==> src/rtl/router_pkt_tx.sv <==
// Packet source for the router 1x3 input port: buffers payload bytes in a FIFO and, on command,
// sends header, payload and parity bytes, stalling while the router reports busy.
module router_pkt_tx #(
   parameter int unsigned DEPTH      = 64,
   parameter int unsigned GAP_CYCLES = 2
) (
   input  logic                     clock,
   input  logic                     resetn,
   input  logic                     pl_wr,
   input  logic [7:0]               pl_data,
   input  logic                     start,
   input  logic [1:0]               dest,
   input  logic [5:0]               len,
   input  logic                     inject_err,
   input  logic                     busy,
   output logic [7:0]               data_out,
   output logic                     pkt_valid,
   output logic [$clog2(DEPTH):0]   pl_count,
   output logic                     pl_full,
   output logic                     tx_active,
   output logic                     done,
   output logic                     cmd_err,
   output logic                     ovf
);

   localparam int unsigned AW = $clog2(DEPTH);
   localparam int unsigned CW = AW + 1;
   localparam int unsigned GW = (GAP_CYCLES > 1) ? $clog2(GAP_CYCLES) : 1;

   typedef enum logic [2:0] {
      S_IDLE,
      S_HEADER,
      S_PAYLOAD,
      S_PARITY,
      S_GAP
   } state_t;

   state_t        r_state;
   logic [7:0]    r_mem [DEPTH];
   logic [AW-1:0] r_wr_ptr;
   logic [AW-1:0] r_rd_ptr;
   logic [CW-1:0] r_count;
   logic          r_ovf;
   logic [7:0]    r_data;
   logic          r_valid;
   logic [7:0]    r_acc;
   logic [5:0]    r_rem;
   logic          r_inj;
   logic [GW-1:0] r_gap;
   logic          r_done;
   logic          r_cmd_err;

   logic          w_full;
   logic          w_in_tx;
   logic          w_rd;
   logic          w_wr;
   logic          w_accept;
   logic [7:0]    w_rd_byte;

   assign w_full    = (r_count == CW'(DEPTH));
   assign w_in_tx   = (r_state == S_HEADER) || (r_state == S_PAYLOAD);
   // A FIFO read happens exactly on payload transfer edges; it frees a slot for a same-edge write.
   assign w_rd      = w_in_tx && !busy && (r_rem != 6'd0);
   assign w_wr      = pl_wr && (!w_full || w_rd);
   assign w_accept  = start && (dest != 2'b11) && (len != 6'd0) && (CW'(len) <= r_count);
   assign w_rd_byte = r_mem[r_rd_ptr];

   always_ff @(posedge clock) begin
      if (w_wr) begin
         r_mem[r_wr_ptr] <= pl_data;
      end
   end

   always_ff @(posedge clock) begin
      if (!resetn) begin
         r_wr_ptr <= '0;
         r_rd_ptr <= '0;
         r_count  <= '0;
         r_ovf    <= 1'b0;
      end else begin
         if (w_wr) begin
            r_wr_ptr <= r_wr_ptr + AW'(1);
         end
         if (w_rd) begin
            r_rd_ptr <= r_rd_ptr + AW'(1);
         end
         r_count <= r_count + CW'(w_wr) - CW'(w_rd);
         r_ovf   <= pl_wr && !w_wr;
      end
   end

   always_ff @(posedge clock) begin
      if (!resetn) begin
         r_state   <= S_IDLE;
         r_data    <= '0;
         r_valid   <= 1'b0;
         r_acc     <= '0;
         r_rem     <= '0;
         r_inj     <= 1'b0;
         r_gap     <= '0;
         r_done    <= 1'b0;
         r_cmd_err <= 1'b0;
      end else begin
         r_done    <= 1'b0;
         r_cmd_err <= 1'b0;
         case (r_state)
            S_IDLE: begin
               if (start) begin
                  if (w_accept) begin
                     r_data  <= {len, dest};
                     r_valid <= 1'b1;
                     r_acc   <= {len, dest};
                     r_rem   <= len;
                     r_inj   <= inject_err;
                     r_state <= S_HEADER;
                  end else begin
                     r_cmd_err <= 1'b1;
                  end
               end
            end
            S_HEADER, S_PAYLOAD: begin
               if (!busy) begin
                  if (r_rem != 6'd0) begin
                     r_data  <= w_rd_byte;
                     r_acc   <= r_acc ^ w_rd_byte;
                     r_rem   <= r_rem - 6'd1;
                     r_state <= S_PAYLOAD;
                  end else begin
                     r_data  <= r_acc ^ {7'b0, r_inj};
                     r_valid <= 1'b0;
                     r_state <= S_PARITY;
                  end
               end
            end
            S_PARITY: begin
               if (!busy) begin
                  r_data  <= '0;
                  r_done  <= 1'b1;
                  r_gap   <= '0;
                  r_state <= S_GAP;
               end
            end
            S_GAP: begin
               if (r_gap == GW'(GAP_CYCLES - 1)) begin
                  r_state <= S_IDLE;
               end else begin
                  r_gap <= r_gap + GW'(1);
               end
            end
            default: r_state <= S_IDLE;
         endcase
      end
   end

   assign data_out  = r_data;
   assign pkt_valid = r_valid;
   assign pl_count  = r_count;
   assign pl_full   = w_full;
   assign tx_active = (r_state != S_IDLE);
   assign done      = r_done;
   assign cmd_err   = r_cmd_err;
   assign ovf       = r_ovf;

endmodule
==> config.mk <==
export PLATFORM = sky130hd
export DESIGN_NAME = router_pkt_tx
export DESIGN_NICKNAME = d
export VERILOG_FILES = /design/src/rtl/router_pkt_tx.sv
export SDC_FILE = /design/constraint.sdc
export NUM_CORES = 1
export LEC_CHECK = 0
export ABC_AREA = 1
export BUFFER_PORTS_ARGS = -buffer_cell sky130_fd_sc_hd__buf_2
export CAP_MARGIN = 25
export CORE_MARGIN = 3
export CORE_UTILIZATION = 50
export DETAILED_ROUTE_END_ITERATION = 10
export PLACE_DENSITY_LB_ADDON = 0.05
export SLEW_MARGIN = 20
export SYNTH_ARGS = -nofsm -noshare
export SYNTH_HDL_FRONTEND = slang
export SYNTH_SLANG_ARGS = --single-unit
==> constraint.sdc <==
create_clock -name clock -period 2.6 [get_ports clock]
set_input_delay 0.26 -clock clock [delete_from_list [all_inputs] [get_ports clock]]
set_output_delay 0.26 -clock clock [all_outputs]
set_load 0.01 [all_outputs]
==> results of run 1 <==
-- registers in the layout, summed over array words and instances, names as in the netlist, 3 cells and up, named ones only --
name and flops:
r_acc 8, pl_count 7, r_state 3, r_mem 512, r_wr_ptr 6, data_out 8, r_rd_ptr 6, r_rem 6
-- routing by layer --
metal,wire (um),up-vias,global-route usage [%]
li1,-,7934,-
met1,27500,8077,35.6
met2,29400,503,39.8
met3,3790,96,3.50
met4,1740,0,7.87
met5,0,-,0
-- worst max-delay path, cell delays in order, from the launching register on --
cell      delay (ns)
dfxtp_2         0.33
inv_2           0.05
ha_4            0.15
inv_2           0.06
nor2_4          0.04
nand3_2         0.09
nand2_4         0.08
nor2_8          0.11
inv_4           0.06
nand2_4         0.09
nand2_8         0.07
clkinv_8        0.05
nand2_4         0.04
nand2_4         0.06
ha_4            0.12
inv_2           0.04
fa_2            0.33
inv_2           0.07
a21oi_2         0.05
nor2_1          0.13
nor2_1          0.06
nor2_1          0.13
nor2_1          0.06
o21bai_1        0.17
o21ai_1         0.08
a21oi_1         0.13
-- cell usage in the layout (no fill, tap or decap), types with 4 or more instances in the layout --
master / n
a21oi_1: 49
buf_12: 26
buf_2: 42
buf_4: 121
clkbuf_1: 12
clkbuf_16: 59
clkinv_1: 18
clkinv_2: 13
dfxtp_1: 51
dlygate4sd3_1: 6
edfxtp_1: 512
ha_1: 14
inv_1: 62
inv_2: 12
nand2_1: 729
nand2_4: 5
nand3_1: 457
nand3_2: 4
nand4_4: 4
nor2_1: 92
nor2_2: 4
nor2_4: 5
nor3_1: 9
o21ai_0: 29
o21ai_1: 16
or2_2: 5
-- power by group --
part	switching, mW	leakage [nW]	internal [mW]
Combinational	5.02	4.49	2.56
Clock	3.45	0.877	4.44
Sequential	0.249	5.07	10.3
-- cells by family after synthesis --
| logic type | share of synthesized area (%) |
|---|---|
| buffers and inverters | 4.10 |
| XOR/XNOR | 0.146 |
| AND/OR/NAND/NOR | 24.2 |
| adder cells (fa/ha/maj) | 0.967 |
| flip-flops | 68.5 |
| AO/OA/AOI/OAI | 2.10 |
-- cell type report --
class / instances / area share (%)
clock buffers: 71 / 5.48
clock inverters: 38 / 0.973
flip-flops and latches: 568 / 59.4
inverters: 79 / 1.16
multi-input cells: 1450 / 24.1
repair buffers: 196 / 6.15
well taps: 607 / 2.73
-- worst paths after layout --
check	endpoint	slack (ns)	depth (start not counted)
setup / recovery	pl_count[6]	-0.13	25
hold / removal	r_rem[2]	0.04	3
setup reg to reg	pl_count[6]	-0.13	25
hold reg to reg	r_rd_ptr[5]	0.46	1
-- repair_timing --
item	in CTS	in global routing
buffers inserted	4	7
resized for setup	1	18
hold buffers	6	0
setup endpoints to repair	2	9
endpoints found under the hold margin	7	0
pin swaps	9	9
==> results.toml, run 1 <==
[flow_run]
cap_violations = 0

[layout]
final_cell_area_sq_mm = 0.0278
finalCoreUtilization_pct = 59.1
nFillCells = 3902
multi_input_area_sq_mm = 0.00670
ff_latch_area_sq_mm = 0.0165
synthToLayoutAreaGrowth_pct = 15.5
antenna_cells = 0
layout-drive-gt1-share_pct = 13.9
fin_nets = 2393
fin_cells = 3009

[synth]
avgSynthCellArea_sq_um = 10.9
ys_seq_area_share_pct = 68.5
synthTopCellsByCount = "nand2_1, edfxtp_1, nand3_1"
synth_top_area_share_pct = 63.9
ys_ff_latch = 568
synth_nets = 2254
synth_flop_cell = "edfxtp_1"
ys_types = 39
syn_area_sq_mm = 0.0241
ys_warn_count = 0
synth.most_common_cell = "nand2_1"
synth_edf_count = 512
async_flop_share_pct = 0
netlist_instances = 2214
synth_area_leaders = "edfxtp_1, nand2_1, nand3_1, dfxtp_1, nor2_1"
synth_top_area_cell = "edfxtp_1"

[pwr]
power.leakage_nw = 10.4
p_total_mw = 26.0
ir_worst_vdd_mv = 0.898
p_per_area_mw_per_mm2 = 936

[worst_setup_path]
crit_type = "reg2reg"
setup.worst_path.start_class = "flop"
path_max_fanout = 4
worstSetupEndpointType = "flop"
cp.required_ns = 3.15
worstSetupStartpoint = "r_rem[1]"
cp.arrival_ns = 3.28
reg2reg_from = "r_rem[1]"

[cts]
cts_tree = "built"
cts_made_buffers = 58
cts_root_buf = "clkbuf_16"
clk_path_buf_depth = 3
clock_sinks = 568
clk_latency_ns = 0.62
h-tree-depth = 2
cts.clk_slew.worst_paths_ns = 0.06

[routing]
post-route-drc-count = 0
viasPerCell = 5.52
routed_wl_mm = 62.5
drt_iter0_markers = 1666
wl_per_cell_um = 20.8
dr.pass1.iters = 5
via_count = 16600
drtAntennaViolNets = 0

[placed_design]
hpwlAfterDp_mm = 37.9
post_dp_cell_area_sq_mm = 0.0258
place_inst = 2884
portBuffers = 42
dp_slack_ns = -0.183
gp_congestion = 0.842

[status]
status = "complete, but fails checks"
violations = "setup timing"

[die]
start_util_pct = 51.2
core-area_sq_mm = 0.0471
die-area_sq_mm = 0.0508
die_x_um = 225
rows = 79
dieHeight_um = 225
ios = 43

[worst_hold_path]
hp-class = "in2reg"
hp-start = "len[2]"

[timing]
timing.fmax_mhz = 366
relSlewSlack_pct = 47.9
hold_viol = 0
skew_ns = 0.0238
worst_slew_pin_slew_ns = 0.781
finalSetupViolations = 2
slew_violations = 0
hold_ws_ns = 0.0400
worst_slack_ns = -0.131
finalCriticalPeriod_ns = 2.73
min_period_over_period_pct = 105
fin_setup_tns_ns = -0.178
rsz0062_at_grt = "yes"

[global_routing]
grt_pass1_vias = 16200
grt_pass1_wl_mm = 95.9
grt_antenna_before_repair = 0
grt-ovfl-total = 0
grt_max_degree = 73
grt.total_usage_pct = 24.9
Power figures use the tool's default switching activity.
==> inputs of run 2 (changes only) <==
--- a/config.mk
+++ b/config.mk
@@ -8,8 +8,11 @@
 export ABC_AREA = 1
 export BUFFER_PORTS_ARGS = -buffer_cell sky130_fd_sc_hd__buf_2
 export CAP_MARGIN = 25
+export CELL_PAD_IN_SITES_DETAIL_PLACEMENT = 1
+export CELL_PAD_IN_SITES_GLOBAL_PLACEMENT = 2
 export CORE_MARGIN = 3
-export CORE_UTILIZATION = 50
+export CORE_UTILIZATION = 38
+export CTS_CLUSTER_SIZE = 8
 export DETAILED_ROUTE_END_ITERATION = 10
 export PLACE_DENSITY_LB_ADDON = 0.05
 export SLEW_MARGIN = 20
==> results.toml, run 2 (synthesized netlist as in run 1, its figures left out) <==
[status]
status = "complete, but fails checks"
violations = "setup timing"

[worst_setup_path]
regToRegSetupSlack_ns = -0.16
cpLargestDelayFamily = "simple AND/OR/NAND/NOR gates"
crit_slowest_cell = "fa_2"
cp.arrival_ns = 3.31
cpPeakStageDelay_ns = 0.34
setup.worst_path.start_class = "flop"
path_max_fanout = 4
crit_type = "reg2reg"
path_buf_inv = 6
cp.required_ns = 3.15
r2r.worst_path.cells = 25
worstSetupEndpointType = "flop"
cp.depth = 25
timing.rr.end = "pl_count[6]"
reg2reg_from = "r_rem[0]"

[global_routing]
grt_max_degree = 64
grt.total_usage_pct = 21.8
grt_pass1_vias = 17500
grt-ovfl-total = 0
grt_antenna_before_repair = 1
grt_pass1_wl_mm = 110

[layout]
fin_nets = 2439
layout-drive-gt1-share_pct = 15.5
final_cell_mix = "nand2_1, edfxtp_1, nand3_1"
synthToLayoutAreaGrowth_pct = 19.2
final_common_cell = "nand2_1"
nFillCells = 6704
regMostFlops = "r_mem"
largest_register_ffs = 512

[cts]
cts_root_buf = "clkbuf_16"
clk_path_buf_depth = 3
cts_tree = "built"
cts_made_buffers = 81
clock_sinks = 568
h-tree-depth = 3
clk_latency_ns = 0.62
cts.clk_slew.worst_paths_ns = 0.06

[timing]
hold_ws_ns = 0.0715
worst_slack_ns = -0.158
finalCriticalPeriod_ns = 2.76
finalSetupViolations = 1
min_period_over_period_pct = 106
slew_violations = 0
timing.fmax_mhz = 363
rsz0062_at_grt = "yes"
relSlewSlack_pct = 37.8
hold_viol = 0
worst_slew_pin_slew_ns = 0.933
skew_ns = 0.0200

[die]
die_x_um = 258
dieHeight_um = 258
ios = 43
start_util_pct = 38.7
rows = 91
core-area_sq_mm = 0.0622
die-area_sq_mm = 0.0664

[pwr]
power.leakage_nw = 10.7
p_total_mw = 28.0
p_per_area_mw_per_mm2 = 977
ir_worst_vdd_mv = 0.555

[placed_design]
portBuffers = 42
hpwlAfterDp_mm = 46.4
gp_congestion = 0.778

[routing]
viasPerCell = 5.18
drtAntennaViolNets = 0
dr.pass1.iters = 5
via_count = 16900
wl_per_cell_um = 22.2
post-route-drc-count = 0
routed_wl_mm = 72.4
drt_iter0_markers = 1005

[worst_hold_path]
hold_path_end = "r_acc[5]"
hp-start = "len[3]"
hp-class = "in2reg"
hold_depth = 3

[flow_run]
cap_violations = 0
[run 2: changes by cell type in the layout (fill, tap and decap cells not counted), sizes merged]
cell / change
dlygate4sd3: -1
inv: +4
diode: +1
buf: +24
bufinv: -3
clkinvlp: -1
clkbuf: +25
clkinv: -31
[run 2: how the worst max path moves through the flow]
stage / startpoint / to / slack [ns]
finish: r_rem[0] / pl_count[6] / -0.16
global route: r_rem[0] / pl_count[6] / -0.32
floorplan: r_state[0] / pl_count[6] / -0.12
detailed placement: r_rem[0] / pl_count[6] / -0.21
global placement: r_rem[0] / pl_count[6] / -0.22
CTS: r_rem[0] / pl_count[6] / -0.08
[run 2: area by class of cell]
| cell class | count | area, sq um | share of cell area (%) |
|---|---|---|---|
| clock buffers | 96 | 2100 | 7.34 |
| repair buffers | 219 | 1880 | 6.55 |
| clock inverters | 7 | 130 | 0.454 |
| diodes | 1 | 2.50 | 0.00872 |
| flip-flops and latches | 568 | 16500 | 57.5 |
| well taps | 837 | 1050 | 3.65 |
| multi-input cells | 1450 | 6690 | 23.3 |
| inverters | 79 | 324 | 1.13 |
[run 2: what timing repair did]
item | in CTS | in global routing
endpoints found under the hold margin | 6 | 0
setup buffers | 7 | 7
endpoints found under the setup margin | 2 | 149
gates cloned | 0 | 0
hold buffers | 5 | 0
gates resized for setup | 4 | 35
pin swaps | 12 | 11
[run 2: power breakdown]
group | internal [mW] | total [mW] | switching, mW
Sequential | 10.3 | 10.5 | 0.230
Combinational | 2.71 | 7.97 | 5.26
Clock | 5.67 | 9.53 | 3.86
[run 2: per-stage QoR]
| step | utilization, % | setup WS (ns) | setup TNS (ns) | cells | area (sq um) |
|---|---|---|---|---|---|
| after floorplan | - | -0.121 | -0.121 | 2214 | 24100 |
| after global placement | 42.1 | -0.225 | -0.225 | 3134 | 26100 |
| after detailed placement | 42.1 | -0.213 | -0.265 | 3134 | 26100 |
| after CTS | 45.8 | -0.0798 | -0.133 | 3249 | 28500 |
| after global routing | 46.1 | -0.316 | -1.40 | 3256 | 28700 |
| final | 46.1 | -0.158 | -0.158 | 3257 | 28700 |
[run 2: metal layers]
metal,global-route usage [%],routed length [um],up-vias
met5,0,0,-
met4,6.26,1880,0
met3,3.56,2580,108
met2,35.9,34800,274
met1,29.9,33200,8490
li1,-,-,8007
[run 2: worst min-delay path, stage by stage]
cell	delay [ns]
buf_2	0.13
a21oi_1	0.12
a21oi_1	0.14
==> inputs of run 3 (changes only) <==
--- a/config.mk
+++ b/config.mk
@@ -11,7 +11,7 @@
 export CELL_PAD_IN_SITES_DETAIL_PLACEMENT = 1
 export CELL_PAD_IN_SITES_GLOBAL_PLACEMENT = 2
 export CORE_MARGIN = 3
-export CORE_UTILIZATION = 38
+export CORE_UTILIZATION = 42
 export CTS_CLUSTER_SIZE = 8
 export DETAILED_ROUTE_END_ITERATION = 10
 export PLACE_DENSITY_LB_ADDON = 0.05
==> constraint.sdc (replaced) <==
create_clock -name clock -period 3.15 [get_ports clock]
set_input_delay 0.315 -clock clock [delete_from_list [all_inputs] [get_ports clock]]
set_output_delay 0.315 -clock clock [all_outputs]
set_load 0.01 [all_outputs]
==> results.toml, run 3 (synthesized netlist as in run 1, its figures left out) <==
[status]
status = "complete, no violations"

[worst_setup_path]
worstSetupStartpoint = "r_rem[0]"
cp.arrival_ns = 3.39
cpPeakStageDelay_ns = 0.33
crit_slowest_cell = "dfxtp_2"
regToRegSetupSlack_ns = 0.25
cp.required_ns = 3.64
timing.rr.end = "pl_count[6]"
crit_type = "reg2reg"
path_max_fanout = 4
setup.worst_path.start_class = "flop"
r2r.worst_path.cells = 25
reg2reg_from = "r_rem[0]"
worstSetupEndpointType = "flop"

[pwr]
p_per_area_mw_per_mm2 = 805
power.leakage_nw = 10.3
ir_worst_vdd_mv = 0.552

[timing]
worst_slew_pin_slew_ns = 0.979
min_period_over_period_pct = 92.0
timing.fmax_mhz = 345
skew_ns = 0.0158
finalSetupViolations = 0
slew_violations = 0
relSlewSlack_pct = 34.7
finalCriticalPeriod_ns = 2.90
hold_viol = 0
hold_ws_ns = 0.0929

[layout]
final_cell_area_sq_mm = 0.0278
final_common_cell = "nand2_1"
largest_register_ffs = 512
layout-drive-gt1-share_pct = 12.4
fin_nets = 2371
synthToLayoutAreaGrowth_pct = 15.5
regMostFlops = "r_mem"
final_cell_mix = "nand2_1, edfxtp_1, nand3_1"

[routing]
wl_per_cell_um = 23.1
drtAntennaViolNets = 0
viasPerCell = 5.38
routed_wl_mm = 71.6
dr.pass1.iters = 4
via_count = 16700
post-route-drc-count = 0
drt_iter0_markers = 1062

[flow_run]
cap_violations = 0

[die]
start_util_pct = 42.6
ios = 43
die-area_sq_mm = 0.0602
core-area_sq_mm = 0.0565
die_x_um = 245
rows = 87
dieHeight_um = 245

[cts]
clock_sinks = 568
clk_latency_ns = 0.62
h-tree-depth = 3
cts_root_buf = "clkbuf_16"
cts_made_buffers = 80
cts_tree = "built"
clk_path_buf_depth = 3
cts.clk_slew.worst_paths_ns = 0.06

[placed_design]
portBuffers = 42
hpwlAfterDp_mm = 43.5
post_dp_cell_area_sq_mm = 0.0255
gp_congestion = 0.767

[worst_hold_path]
hp-class = "in2reg"
hold_path_end = "r_rem[0]"
hold_depth = 3
hp-start = "len[0]"

[global_routing]
grt_max_degree = 109
grt.total_usage_pct = 24.1
grt_pass1_wl_mm = 108
grt-ovfl-total = 0
grt_antenna_before_repair = 0
grt_pass1_vias = 17500
## run 3: changes by cell type in the layout (fill, tap and decap cells not counted), sizes merged
cell         before  now
clkinvlp          1    0
inv              82   80
buf             214  149
clkinv            3    4
diode             1    2
dlygate4sd3       5    3
clkbuf           96   92
## run 3: stage by stage
step | std cells | total power [mW] | setup WS (ns) | setup TNS (ns) | utilization (%)
6_report | 3104 | 22.4 | 0.252 | 0 | 49.2
5_1_grt | 3102 | 23.7 | -0.0474 | -0.0474 | 49.2
4_1_cts | 3099 | 22.5 | 0.130 | 0 | 49.1
3_5_place_dp | 2999 | 14.7 | 0.141 | 0 | 45.2
3_3_place_gp | 2999 | 14.6 | 0.0733 | 0 | 45.2
2_1_floorplan | 2214 | 12.8 | 0.353 | 0 | -
## run 3: area by class of cell
type                       instances  area, sq um
antenna                            2         5.00
clock buffer                      92         2090
sequential                       568        16500
multi-input combinational       1450         6620
timing repair buffer             152         1230
clock inverter                     5         80.1
inverter                          79          314
fill                            6065        28700
tap                              756          946
## run 3: power breakdown
part	leakage, nW	switching [mW]	internal, mW	total (mW)
logic	4.20	4.15	1.79	5.93
registers	5.07	0.210	8.51	8.72
clock network	1.06	3.10	4.62	7.71
total	10.3	7.45	14.9	22.4
## run 3: worst max-delay path by stage
stage,to,slack [ns]
floorplan,pl_count[6],0.35
detailed placement,pl_count[6],0.14
finish,pl_count[6],0.25
CTS,pl_count[6],0.13
global route,pl_count[6],-0.05
global placement,pl_count[6],0.07
## run 3: layer usage
layer	share of wire (%)	vias up	global-route usage (%)
met5	0	-	0
met4	1.8	0	6.39
met3	3.6	93	3.74
met2	49	256	40.4
met1	46	8489	32.9
li1	-	7865	-
## run 3: critical path: cells and delay by family, from the launching register on
family / cells / cell delay, ns
buf+inv: 7 / 0.48
simple gates: 12 / 1.01
flops: 1 / 0.33
fa+ha+maj: 3 / 0.65
compound gates: 3 / 0.29
## run 3: timing repair
action                     4_1_cts  5_1_grt
hold buffers                     3        0
setup endpoints to repair        0        2
hold endpoints to repair         3        0
gates resized for setup          0       19
setup buffers                    0        3
